## config.mk

```make
export PLATFORM = sky130hd
export DESIGN_NAME = ring_window_tracker
export DESIGN_NICKNAME = d
export VERILOG_FILES = /design/src/rtl/ring_window_pkg.sv /design/src/rtl/ring_span_mask.sv /design/src/rtl/ring_window_tracker.sv
export SDC_FILE = /design/constraint.sdc
export NUM_CORES = 1
export LEC_CHECK = 0
export CAP_MARGIN = 15
export CORE_ASPECT_RATIO = 0.75
export CORE_MARGIN = 2
export CORE_UTILIZATION = 54
export CTS_CLUSTER_SIZE = 12
export DETAILED_ROUTE_END_ITERATION = 12
export PLACE_DENSITY = 0.91
export SYNTH_ARGS = -nofsm -noshare
export SYNTH_HDL_FRONTEND = slang
export SYNTH_HIERARCHICAL = 1
export SYNTH_SLANG_ARGS = --single-unit
```

## constraint.sdc

```tcl
create_clock -name clk -period 5.6 [get_ports clk]
set_input_delay 0.84 -clock clk [delete_from_list [all_inputs] [get_ports clk]]
set_output_delay 0.84 -clock clk [all_outputs]
set_load 0.005 [all_outputs]
```

## src/rtl/ring_window_pkg.sv

```systemverilog
// Shared pointer type, pointer field helpers and the retire-count width for the ring window tracker.
package ring_window_pkg;

    localparam int PKG_LOG_DEPTH  = 3;
    localparam int PKG_RETIRE_MAX = 2;

    // Index bits plus one wrap bit so that head==tail can be told apart from a full window
    typedef logic [PKG_LOG_DEPTH:0] ptr_t;

    function automatic logic [PKG_LOG_DEPTH-1:0] ptrIdx(input ptr_t p);
        return p[PKG_LOG_DEPTH-1:0];
    endfunction

    function automatic logic ptrWrap(input ptr_t p);
        return p[PKG_LOG_DEPTH];
    endfunction

    function automatic int cwOf(input int retire_max);
        return $clog2(retire_max + 1);
    endfunction

endpackage

```

## src/rtl/ring_span_mask.sv

```systemverilog
// Circular span mask: bit i set when index i lies in [head, tail) around the ring, or everywhere when full.
module ring_span_mask
    import ring_window_pkg::*;
#(
    parameter int  LOG_DEPTH = PKG_LOG_DEPTH,
    localparam int DEPTH     = 1 << LOG_DEPTH
) (
    input  logic [LOG_DEPTH-1:0] i_head_idx,
    input  logic [LOG_DEPTH-1:0] i_tail_idx,
    input  logic                 i_full,
    output logic [0:DEPTH-1]     o_mask
);

    always_comb begin
        o_mask = '0;
        for (int i = 0; i < DEPTH; i++) begin
            if (i_full) begin
                o_mask[i] = 1'b1;
            end else if (i_head_idx <= i_tail_idx) begin
                o_mask[i] = (LOG_DEPTH'(i) >= i_head_idx) && (LOG_DEPTH'(i) < i_tail_idx);
            end else begin
                o_mask[i] = (LOG_DEPTH'(i) >= i_head_idx) || (LOG_DEPTH'(i) < i_tail_idx);
            end
        end
    end

endmodule

```

## src/rtl/ring_window_tracker.sv

```systemverilog
// In-order window over a circular buffer: alloc at tail, out-of-order done, in-order retire of up to
// RETIRE_MAX entries per cycle from head. All status outputs come from registered state only.
module ring_window_tracker
    import ring_window_pkg::*;
#(
    parameter int  LOG_DEPTH  = PKG_LOG_DEPTH,
    parameter int  RETIRE_MAX = PKG_RETIRE_MAX,
    localparam int DEPTH      = 1 << LOG_DEPTH,
    localparam int CW         = cwOf(RETIRE_MAX)
) (
    input  logic                 clk,
    input  logic                 rst,
    input  logic                 allocReq,
    output logic                 allocReady,
    output logic [LOG_DEPTH-1:0] allocIdx,
    input  logic                 doneValid,
    input  logic [LOG_DEPTH-1:0] doneIdx,
    output logic                 retireValid,
    output logic [LOG_DEPTH-1:0] retireIdx,
    output logic [CW-1:0]        retireCount,
    output logic [LOG_DEPTH-1:0] headIdx,
    output logic [LOG_DEPTH-1:0] tailIdx,
    output logic [0:DEPTH-1]     occMask,
    output logic [0:DEPTH-1]     doneMask,
    output logic [LOG_DEPTH:0]   count,
    output logic                 empty,
    output logic                 full,
    output logic                 errDone
);

    localparam int CNTW = LOG_DEPTH + 1;

    ptr_t                 r_head;
    ptr_t                 r_tail;
    logic [DEPTH-1:0]     r_done;
    logic                 r_err;

    logic [LOG_DEPTH-1:0] w_head_idx;
    logic [LOG_DEPTH-1:0] w_tail_idx;
    logic                 w_full;
    logic [CNTW-1:0]      w_count;
    logic                 w_alloc;
    logic                 w_done_ok;
    logic [CW-1:0]        w_k;
    logic                 w_run;
    logic [DEPTH-1:0]     w_done_nxt;

    assign w_head_idx = ptrIdx(r_head);
    assign w_tail_idx = ptrIdx(r_tail);
    assign w_full     = (w_head_idx == w_tail_idx) && (ptrWrap(r_head) != ptrWrap(r_tail));
    assign w_count    = r_tail - r_head;

    ring_span_mask #(
        .LOG_DEPTH (LOG_DEPTH)
    ) u_occ_mask (
        .i_head_idx (w_head_idx),
        .i_tail_idx (w_tail_idx),
        .i_full     (w_full),
        .o_mask     (occMask)
    );

    always_comb begin
        doneMask = '0;
        for (int i = 0; i < DEPTH; i++) begin
            doneMask[i] = occMask[i] & r_done[i];
        end
    end

    // Run of completed entries from head; the first gap stops the scan
    always_comb begin
        w_k   = '0;
        w_run = 1'b1;
        for (int j = 0; j < RETIRE_MAX; j++) begin
            if (w_run && (CNTW'(j) < w_count) && doneMask[w_head_idx + LOG_DEPTH'(j)]) begin
                w_k = CW'(j + 1);
            end else begin
                w_run = 1'b0;
            end
        end
    end

    // Judged on registered state, so an entry allocated this cycle is not yet a legal done target
    assign w_done_ok = doneValid && occMask[doneIdx] && !r_done[doneIdx];
    assign w_alloc   = allocReq && !w_full;

    always_comb begin
        w_done_nxt = r_done;
        for (int j = 0; j < RETIRE_MAX; j++) begin
            if (CW'(j) < w_k) begin
                w_done_nxt[w_head_idx + LOG_DEPTH'(j)] = 1'b0;
            end
        end
        if (w_done_ok) begin
            w_done_nxt[doneIdx] = 1'b1;
        end
        if (w_alloc) begin
            w_done_nxt[w_tail_idx] = 1'b0;
        end
    end

    always_ff @(posedge clk) begin
        if (rst) begin
            r_head <= '0;
            r_tail <= '0;
            r_done <= '0;
            r_err  <= 1'b0;
        end else begin
            r_head <= r_head + ptr_t'(w_k);
            r_tail <= r_tail + ptr_t'(w_alloc);
            r_done <= w_done_nxt;
            r_err  <= doneValid && !w_done_ok;
        end
    end

    assign allocReady  = !w_full;
    assign allocIdx    = w_tail_idx;
    assign retireValid = (w_k != '0);
    assign retireIdx   = w_head_idx;
    assign retireCount = w_k;
    assign headIdx     = w_head_idx;
    assign tailIdx     = w_tail_idx;
    assign count       = w_count;
    assign empty       = (r_head == r_tail);
    assign full        = w_full;
    assign errDone     = r_err;

endmodule

```

### Yosys cells after proc, flatten, opt, wreduce, memory -nomap -nowiden

Index checks and enable logic that the tools add are counted.

* word-level logic and storage cells: 135
* register bits after elaboration: 17
* input bits: 7

* equality and inequality tests: 3
* bitwise logic cells: 18
* add/sub/neg operators: 4
* reduce and logical (&&, ||, !) cells: 32
* magnitude comparators: 32
* multiplexer cells: 42

Operators with widths (number)
* 8-bit 2-to-1 mux: 4
* 1-bit 2-to-1 mux: 29
* 8-bit bitwise AND: 3
* 8-bit inverter: 3
* 1-bit logical AND: 20
* 3-bit by 4-bit less-than comparator with 1-bit output, second input constant: 4
* 1-bit binary-select mux with 3-bit select: 4
* 1-bit demux with 3-bit select: 4
* 3-bit by 1-bit >= comparator with 1-bit output, second input constant: 4
* 3-bit >= comparator, first input constant: 4
* 4-bit >= comparator, second input constant: 3
* 3-bit less-than comparator, first input constant: 4
* 3-bit inverter with 4-bit output: 3
* 1-bit bitwise AND: 8
* 1-bit logical OR: 8
* 1-bit by 4-bit less-than comparator with 1-bit output, first input constant: 2
* 8-bit bitwise OR: 1
* 1-bit by 3-bit >= comparator with 1-bit output, first input constant: 2
* 2-bit by 3-bit >= comparator with 1-bit output, first input constant: 2
* 1-bit by 3-bit less-than comparator with 1-bit output, first input constant: 2
* 2-bit by 3-bit less-than comparator with 1-bit output, first input constant: 2
* 4-bit by 1-bit adder with 4-bit output: 1
* 4-bit by 2-bit adder with 4-bit output: 1
* 4-bit equality test: 1
* 9 further kinds: 12

### Logic depth before layout (Yosys ltp)

* word-level depth: 21
* gate-level depth with buffers: 18
* depth with buffers taken out: 17

### Hierarchy

Netlist, hierarchy kept.

By module, submodules not included
* ring_window_tracker: times used 1, cells an instance 195, sequential area each 340.3 um^2, area an instance 1576.5 um^2
* ring_span_mask: times used 1, cells an instance 42, sequential area each 0.0 um^2, area an instance 265.3 um^2

### Least setup slack after synthesis

OpenSTA, ideal clock, no wires.

* path kind: register -> output
* start: register r_head[1]
* end: output port retireCount[1]
* data arrival time: 3.026 ns
* required time: 4.760 ns
* path slack: 1.734 ns
* stages on the path, launching flop included: 11
* cell sequence: dfxtp_1 clkinv_1 ha_1 nand3_1 nor2_1 o21bai_1 nand2_1 o2111ai_1 nand4_1 or2_2 a21oi_1

RTL lines
* start: declaration: RTL line ring_window_tracker.sv:33 `ptr_t r_head;`
* start signal: assignment: RTL line ring_window_tracker.sv:108 `r_head <= r_head + ptr_t'(w_k);`
* 3-bit equality test (*): RTL line ring_window_tracker.sv:50 `assign w_full = (w_head_idx == w_tail_idx) && (ptrWrap(r_head) != ptrWrap(r_tail));`
* 1-bit logical AND (*): RTL line ring_window_tracker.sv:50
* via full: RTL line ring_window_tracker.sv:27 `output logic full,`
* 1-bit 2-to-1 mux (*): RTL line ring_span_mask.sv:17 `if (i_full) begin`
* via occMask (one bit): RTL line ring_window_tracker.sv:23 `output logic [0:DEPTH-1] occMask,`
* 1-bit bitwise AND (*): RTL line ring_window_tracker.sv:65 `doneMask[i] = occMask[i] & r_done[i];`
* 1-bit binary-select mux with 3-bit select: RTL line ring_window_tracker.sv:74 `if (w_run && (CNTW'(j) < w_count) && doneMask[w_head_idx + LOG_DEPTH'(j)]) begin`
* 1-bit 2-to-1 mux (implied by the code) (2 in a row): RTL line ring_window_tracker.sv:74
* 1-bit logical AND: RTL line ring_window_tracker.sv:74
* 1-bit 2-to-1 mux: RTL line ring_window_tracker.sv:74
* 1-bit logical AND: RTL line ring_window_tracker.sv:74
* 1-bit logical AND (*): RTL line ring_window_tracker.sv:74
* 2-bit 2-to-1 mux (*): RTL line ring_window_tracker.sv:74
* end: declaration: RTL line ring_window_tracker.sv:20 `output logic [CW-1:0] retireCount,`

Mark *: on every way through the listed nets, which the timed path passes. The rest lies on a longest branch. The select of a mux whose other input is x is not followed.

### Worst setup path after layout

* start: register r_head[1]
* end: output port retireCount[1]

* word-level cells in the longest chain between the ends: 13

Ends and longest elaborated chain
* 3-bit >= comparator (tied with other cells): RTL line ring_span_mask.sv:20, ring_span_mask.sv:22
* 1-bit logical OR or 1-bit logical AND (tied branches): RTL line ring_span_mask.sv:22, ring_span_mask.sv:20
* 1-bit 2-to-1 mux: RTL line ring_span_mask.sv:19 `end else if (i_head_idx <= i_tail_idx) begin`
* 1-bit 2-to-1 mux: RTL line ring_span_mask.sv:17
* 1-bit bitwise AND: RTL line ring_window_tracker.sv:65
* 1-bit binary-select mux with 3-bit select: RTL line ring_window_tracker.sv:74
* 1-bit 2-to-1 mux (implied by the code) (2 in a row): RTL line ring_window_tracker.sv:74
* 1-bit logical AND: RTL line ring_window_tracker.sv:74
* 1-bit 2-to-1 mux: RTL line ring_window_tracker.sv:74
* 1-bit logical AND: RTL line ring_window_tracker.sv:74
* 1-bit logical AND (*): RTL line ring_window_tracker.sv:74
* 2-bit 2-to-1 mux (*): RTL line ring_window_tracker.sv:74

Every way passes the cells marked *; elsewhere a longest branch is shown, timed or not. The select of a mux whose other input is x is not followed.

==> metrics.md <==
| Metric | Value |
|---|---|
| FMAX | `201 MHz` |
| Count of pins over their slew limit | `0` |
| First-pass GRT wire length | `8.85 mm` |
| Core Region | `0.00327 mm²` |
| Slew HR | `49.8%` |
| Setup violators final | `0` |
| Filler cells | `265` |
| Layout cells sized above 1 | `9.89%` |
| Worst Max-Slew Pin Slew | `0.750 ns` |
| Tot Pwr | `0.000380 W` |
| CTS Hold Buffers Added | `0` |
| Initial Utilization | `56.4%` |
| DR iter-0 viols | `285` |
| Port Buf Inserts | `45` |
| Status | `finished clean` |
| Reg area | `340 µm²` |
| Multi-input logic area | `0.00131 mm²` |
| Critical Path Source Type | `flip-flop` |
| Crit path DAT | `4.13 ns` |
| Max-cap violations | `0` |
| Setup TNS | `0 ns` |
| Post-synthesis instance area | `0.00184 mm²` |
| Post-CTS setup repair buffer count | `0` |
| Adder-Cell Fraction of Synth Area | `10.3%` |
| Synth Area in Compound Gates | `21.9%` |
| Via density | `6.54` |
| Resize count post-CTS | `0` |
| WL final | `5.67 mm` |
| Worst clock skew | `0.00155 ns` |
| PwrDens | `164 mW/mm²` |
| Most frequent cells in the layout | `clkdlybuf4s50_1, nor2_1, nand2_1` |
| Ports | `46` |
| HP Class | `reg2reg` |
| Detailed Place HPWL | `4.22 mm` |
| Main combinational cell family by area after synthesis | `simple AND/OR/NAND/NOR gates` |
| CTS root buffer | `clkbuf_8` |
| Initial antenna violation count | `0` |
| EDFF count, synth | `0` |
| Nets | `294` |
| Synth warn | `6` |
| Diodes inserted | `0` |
| Total track usage | `29.8%` |
| DRC Markers | `0` |
| Mux cell area share after synthesis | `7.95%` |
| CTS tree | `done` |
| Gr ovfl total | `0` |
| Maximum clock insertion buffer count | `2` |
| Final hold viol count | `0` |
| CP max FO | `14` |
| Syn Area/Cell | `7.77 µm²` |
| Leakage | `0.847 nW` |
| RSZ-0062 raised after global routing | `false` |
| Dominant synthesized flop cell | `dfxtp_1` |
| Final worst path period share | `88.8%` |
| DR pass1 iterations | `5` |
| Post-route cell area | `0.00231 mm²` |
| Clk pin slew, worst setup/hold paths | `0.08 ns` |
| Vias in the first global route | `1799` |
| Worst Setup End Kind | `output pin` |
| Xor and xnor area share after synthesis | `3.80%` |
| CP Class | `reg2out` |
| Post-Synthesis Cells | `237` |
| Seq cells post-synth | `17` |
| Sequential share of the synthesized area | `18.5%` |
| Row count | `18` |
| Die width | `71.4 µm` |
| Drt wl/cell | `18.1 µm` |
| Library cells used by synthesis | `48` |
| Vias post-DR | `2046` |
| Req. time, crit path | `4.76 ns` |
| GP Congestion | `1.02` |
| Place WS | `1.16 ns` |
| Skew-Pair Late Insertion Delay | `0.26 ns` |
| Pin count of the biggest net entering global routing | `28` |
| Die area | `0.00390 mm²` |
| Synth Area in Simple Gates | `26.9%` |
| Cts bufs inserted | `3` |
| Final min period | `4.97 ns` |
| Die height | `54.6 µm` |
| Async set or reset register ratio after synthesis | `0%` |
| Area after DPL | `0.00226 mm²` |
| Worst vdd ir | `0.172 mV` |
| Number of H-tree levels | `1` |
| Syn Nets | `257` |
| Final ANT Viol Nets | `0` |
| Post-route worst setup slack | `0.628 ns` |
| Commonest non-fill, non-tap cell in the layout | `clkdlybuf4s50_1` |
| Total clock sinks | `17` |
| Area delta synth->final | `25.5%` |
-- stage by stage --
stage,std cells,hold WS (ns),utilization (%)
floorplan,237,0.467,-
global placement,309,0.515,69.3
detailed placement,309,0.524,69.3
CTS,313,0.537,70.8
global route,313,0.571,70.8
finish,313,0.543,70.8
-- worst max-delay path, cell delays in order, from the launching register on --
cell,delay [ns]
dfxtp_1,0.38
buf_4,0.22
ha_1,0.26
and3_2,0.21
a21oi_2,0.41
a221oi_1,0.16
o21bai_1,0.48
nand3_1,0.16
o2111ai_1,0.15
nand4_1,0.15
buf_4,0.20
or2_2,0.32
a21oi_1,0.21
clkdlybuf4s50_1,0.55
-- final cells by class --
cell class | instances | area share [%]
Clock inverter | 1 | 0.325
Sequential cell | 17 | 14.7
Inverter | 19 | 3.09
Clock buffer | 3 | 1.79
Tap cell | 40 | 2.17
Timing Repair Buffer | 51 | 21.4
Multi-Input combinational cell | 182 | 56.5
-- cell usage after synthesis (all sizes together) (2+ instances only) --
master	n	area, µm²
clkinv	2	7.51
mux4	6	135
nand4	4	25.0
nand2b	3	18.8
ha	11	138
nor2	27	101
nor3	3	15.0
o211ai	8	60.1
xor2	4	35.0
nand3	14	70.1
inv	17	63.8
or2	3	18.8
nor4	8	50.1
o31ai	3	22.5
o21ai	5	25.0
o21bai	8	60.1
o32ai	6	52.6
dfxtp	17	340
or3	2	17.5
o2111ai	4	35.0
and2	6	38.8
nor2b	5	31.3
a211oi	3	35.0
a21oi	10	57.6
xnor2	4	35.0
buf	14	106
nand2	20	75.1
clkbuf	5	18.8
a21o	2	15.0
fa	2	40.0
-- metal layers --
metal | global-route usage, % | vias up | routed length [µm]
met5 | 0 | - | 0
met4 | 8.18 | 0 | 167
met3 | 11.8 | 20 | 723
met2 | 47.4 | 134 | 2330
met1 | 38.1 | 960 | 2450
li1 | - | 932 | -
-- kinds of logic after synthesis --
group           Yosys count
buf+inv                  38
mux                       7
simple gates             99
fa+ha+maj                14
flops                    17
xor+xnor                  8
compound gates           54
-- path summary, 6_finish.rpt --
check / endpoint / cells after the start / from / slack [ns]
worst max-delay path: retireCount[1] / 13 / r_head[1] / 0.63
worst min-delay path: r_head[3] / 2 / r_head[3] / 0.54
worst max register to register: r_head[1] / 16 / r_head[1] / 1.45
worst min register to register: r_head[3] / 2 / r_head[3] / 0.54
-- where the power goes --
part           leakage (nW)  switching (W)  internal [W]
Combinational         0.688      0.0000770     0.0000729
Sequential            0.138     0.00000475      0.000125
Clock                0.0217      0.0000504     0.0000502
-- sequential cells by signal, summed over array words and instances (netlist names) --
register	count
r_done	8
r_head	4
r_tail	4
errDone	1
No activity file was read; power rests on OpenSTA's default activity.
==> variant, RTL diff (same settings) <==
The package constant `PKG_LOG_DEPTH` goes from 3 to 4.
--- a/src/rtl/ring_window_pkg.sv
+++ b/src/rtl/ring_window_pkg.sv
@@ -3,3 +3,3 @@
 
-    localparam int PKG_LOG_DEPTH  = 3;
+    localparam int PKG_LOG_DEPTH  = 4;
     localparam int PKG_RETIRE_MAX = 2;
Ports: changed (8 resized); port bits go from 46 to 68. The function was not compared with the original's and may differ.
==> variant against the original RTL <==
- final cell count increased by 78%
- synthesized area increased by 82%
- power increased by 44%
- count of clock-buffer cells in the layout increased by 1
- routed wire length increased by 110%
- design area increased by 74%
- sequential cell count increased by 10
- worst setup slack got worse by 140 ps
- core utilization decreased by 2.4 points
- synthesized cell count increased by 82%
- critical path type unchanged
==> variant: results (changes against the original RTL) <==
| Metric | Value |
|---|---|
| Post-synthesis sequential area ratio | `16.1% (-2.3 points)` |
| Post-DR vias/cell | `6.66 (+2.0%)` |
| Syn nets | `460 (+79%)` |
| Via count | `3719 (+82%)` |
| Unique masters post-synth | `72 (+50%)` |
| Final GP Congestion | `0.993 (-3.0%)` |
| Clock tree root driver cell | `clkbuf_8` |
| Cell Area, Placed | `0.00398 mm2 (+76%)` |
| FILL cells | `499 (+88%)` |
| Dpl ws | `904 ps (-252 ps)` |
| Global-route wire length before repair | `18.8 mm (+110%)` |
| Inst Count DP | `554 (+79%)` |
| Post-DP HPWL | `9.15 mm (+120%)` |
| Status | `completed` |
| DR iter-0 viols | `457 (+60%)` |
| Leak pwr | `0.00146 uW (+72%)` |
| VDD IR max | `0.125 mV (-27%)` |
| Synth cell count leaders | `nand2_1 (38), nor2_1 (33), nand3_1 (29)` |
| Clock transition at path regs | `110 ps (+30 ps)` |
| Pwr dens | `136 mW/mm2 (-17%)` |
| Port Buffers | `67 (+49%)` |
| Wire length per cell | `21.0 um (+16%)` |
| Clk_lat worst skew | `290 ps (+30 ps)` |
| Top flop regs | `r_done x16, r_head x5, r_tail x5` |
| Vias in the first global route | `3499 (+94%)` |
| Layout Nets | `509 (+73%)` |
| Clock skew | `7.88 ps (+6.33 ps)` |
| WP data arrival | `4270 ps (+140 ps)` |
| Relative slew slack | `37.4% (-12 points)` |
| Ratio of cells with drive above 1 in the final layout | `8.75% (-1.1 points)` |
variant: cell count changes after synthesis, moves of 8 or more:
cell / delta
nor3_1: +10
o21bai_1: -8
buf_2: +8
dfxtp_1: +10
o21ai_1: +8
nand2_1: +18
nand3_1: +15
and2_1: +14
a21oi_1: +17
variant: worst max-delay path: stages (launching register included):
cell and delay, ps:
dfxtp_1 420, ha_1 440, nand4_1 210, or2b_1 290, inv_1 90, buf_4 210
o21ai_0 110, a21oi_1 280, nand2_1 160, o31ai_1 230, o32a_2 290, or3b_1 380
nor2_1 290, clkdlybuf4s50_1 580
variant: per-stage QoR:
step / hold slack, ps / total power (uW)
after floorplan: 452 / 323
after global placement: 511 / 419
after detailed placement: 518 / 422
after CTS: 532 / 538
after global routing: 543 / 565
final: 526 / 546
variant: cell families (layout without fill, tap and decap cells):
| logic type | count (synthesis) | after routing | synth area share [%] |
|---|---|---|---|
| and+or+nand+nor | 190 | 190 | 30.5 |
| AOI/OAI and AO/OA | 108 | 108 | 23.2 |
| buffers and inverters | 61 | 109 | 9.76 |
| DFF | 27 | 27 | 16.1 |
| adders and majority gates | 20 | 20 | 7.93 |
| muxes | 14 | 14 | 9.08 |
| xor gates and xnor gates | 12 | 12 | 3.36 |
variant: worst paths after layout:
check	slack [ps]	endpoint	cells past startpoint	from
worst min-delay path	530	r_done[12]$_SDFF_PP0_	2	r_done[12]$_SDFF_PP0_
worst min register to register	530	r_done[12]$_SDFF_PP0_	2	r_done[12]$_SDFF_PP0_
worst max-delay path	490	retireCount[1]	13	r_tail[2]$_SDFF_PP0_
worst max register to register	1120	r_head[4]$_SDFF_PP0_	19	r_head[0]$_SDFF_PP0_
variant: power breakdown:
part	leakage (uW)	switching (uW)	internal, uW
Combinational	0.00121	118	107
Sequential	0.000218	3.31	196
Clock	0.0000228	71.2	51.4
Total	0.00146	192	354
variant: metal layers:
layer / routed length, um / share of wire (%) / track usage (%)
met1: 5050 / 43 / 51.6
met2: 4850 / 41 / 53.7
met4: 251 / 2.1 / 8.53
met5: 0 / 0 / 0
met3: 1580 / 13 / 9.87
variant: cell type report:
cell class	count	share of cell area [%]
repair buffers	80	19.1
well taps	78	2.42
clock buffers	4	1.12
flip-flops and latches	27	13.4
inverters	25	2.33
multi-input cells	344	61.6
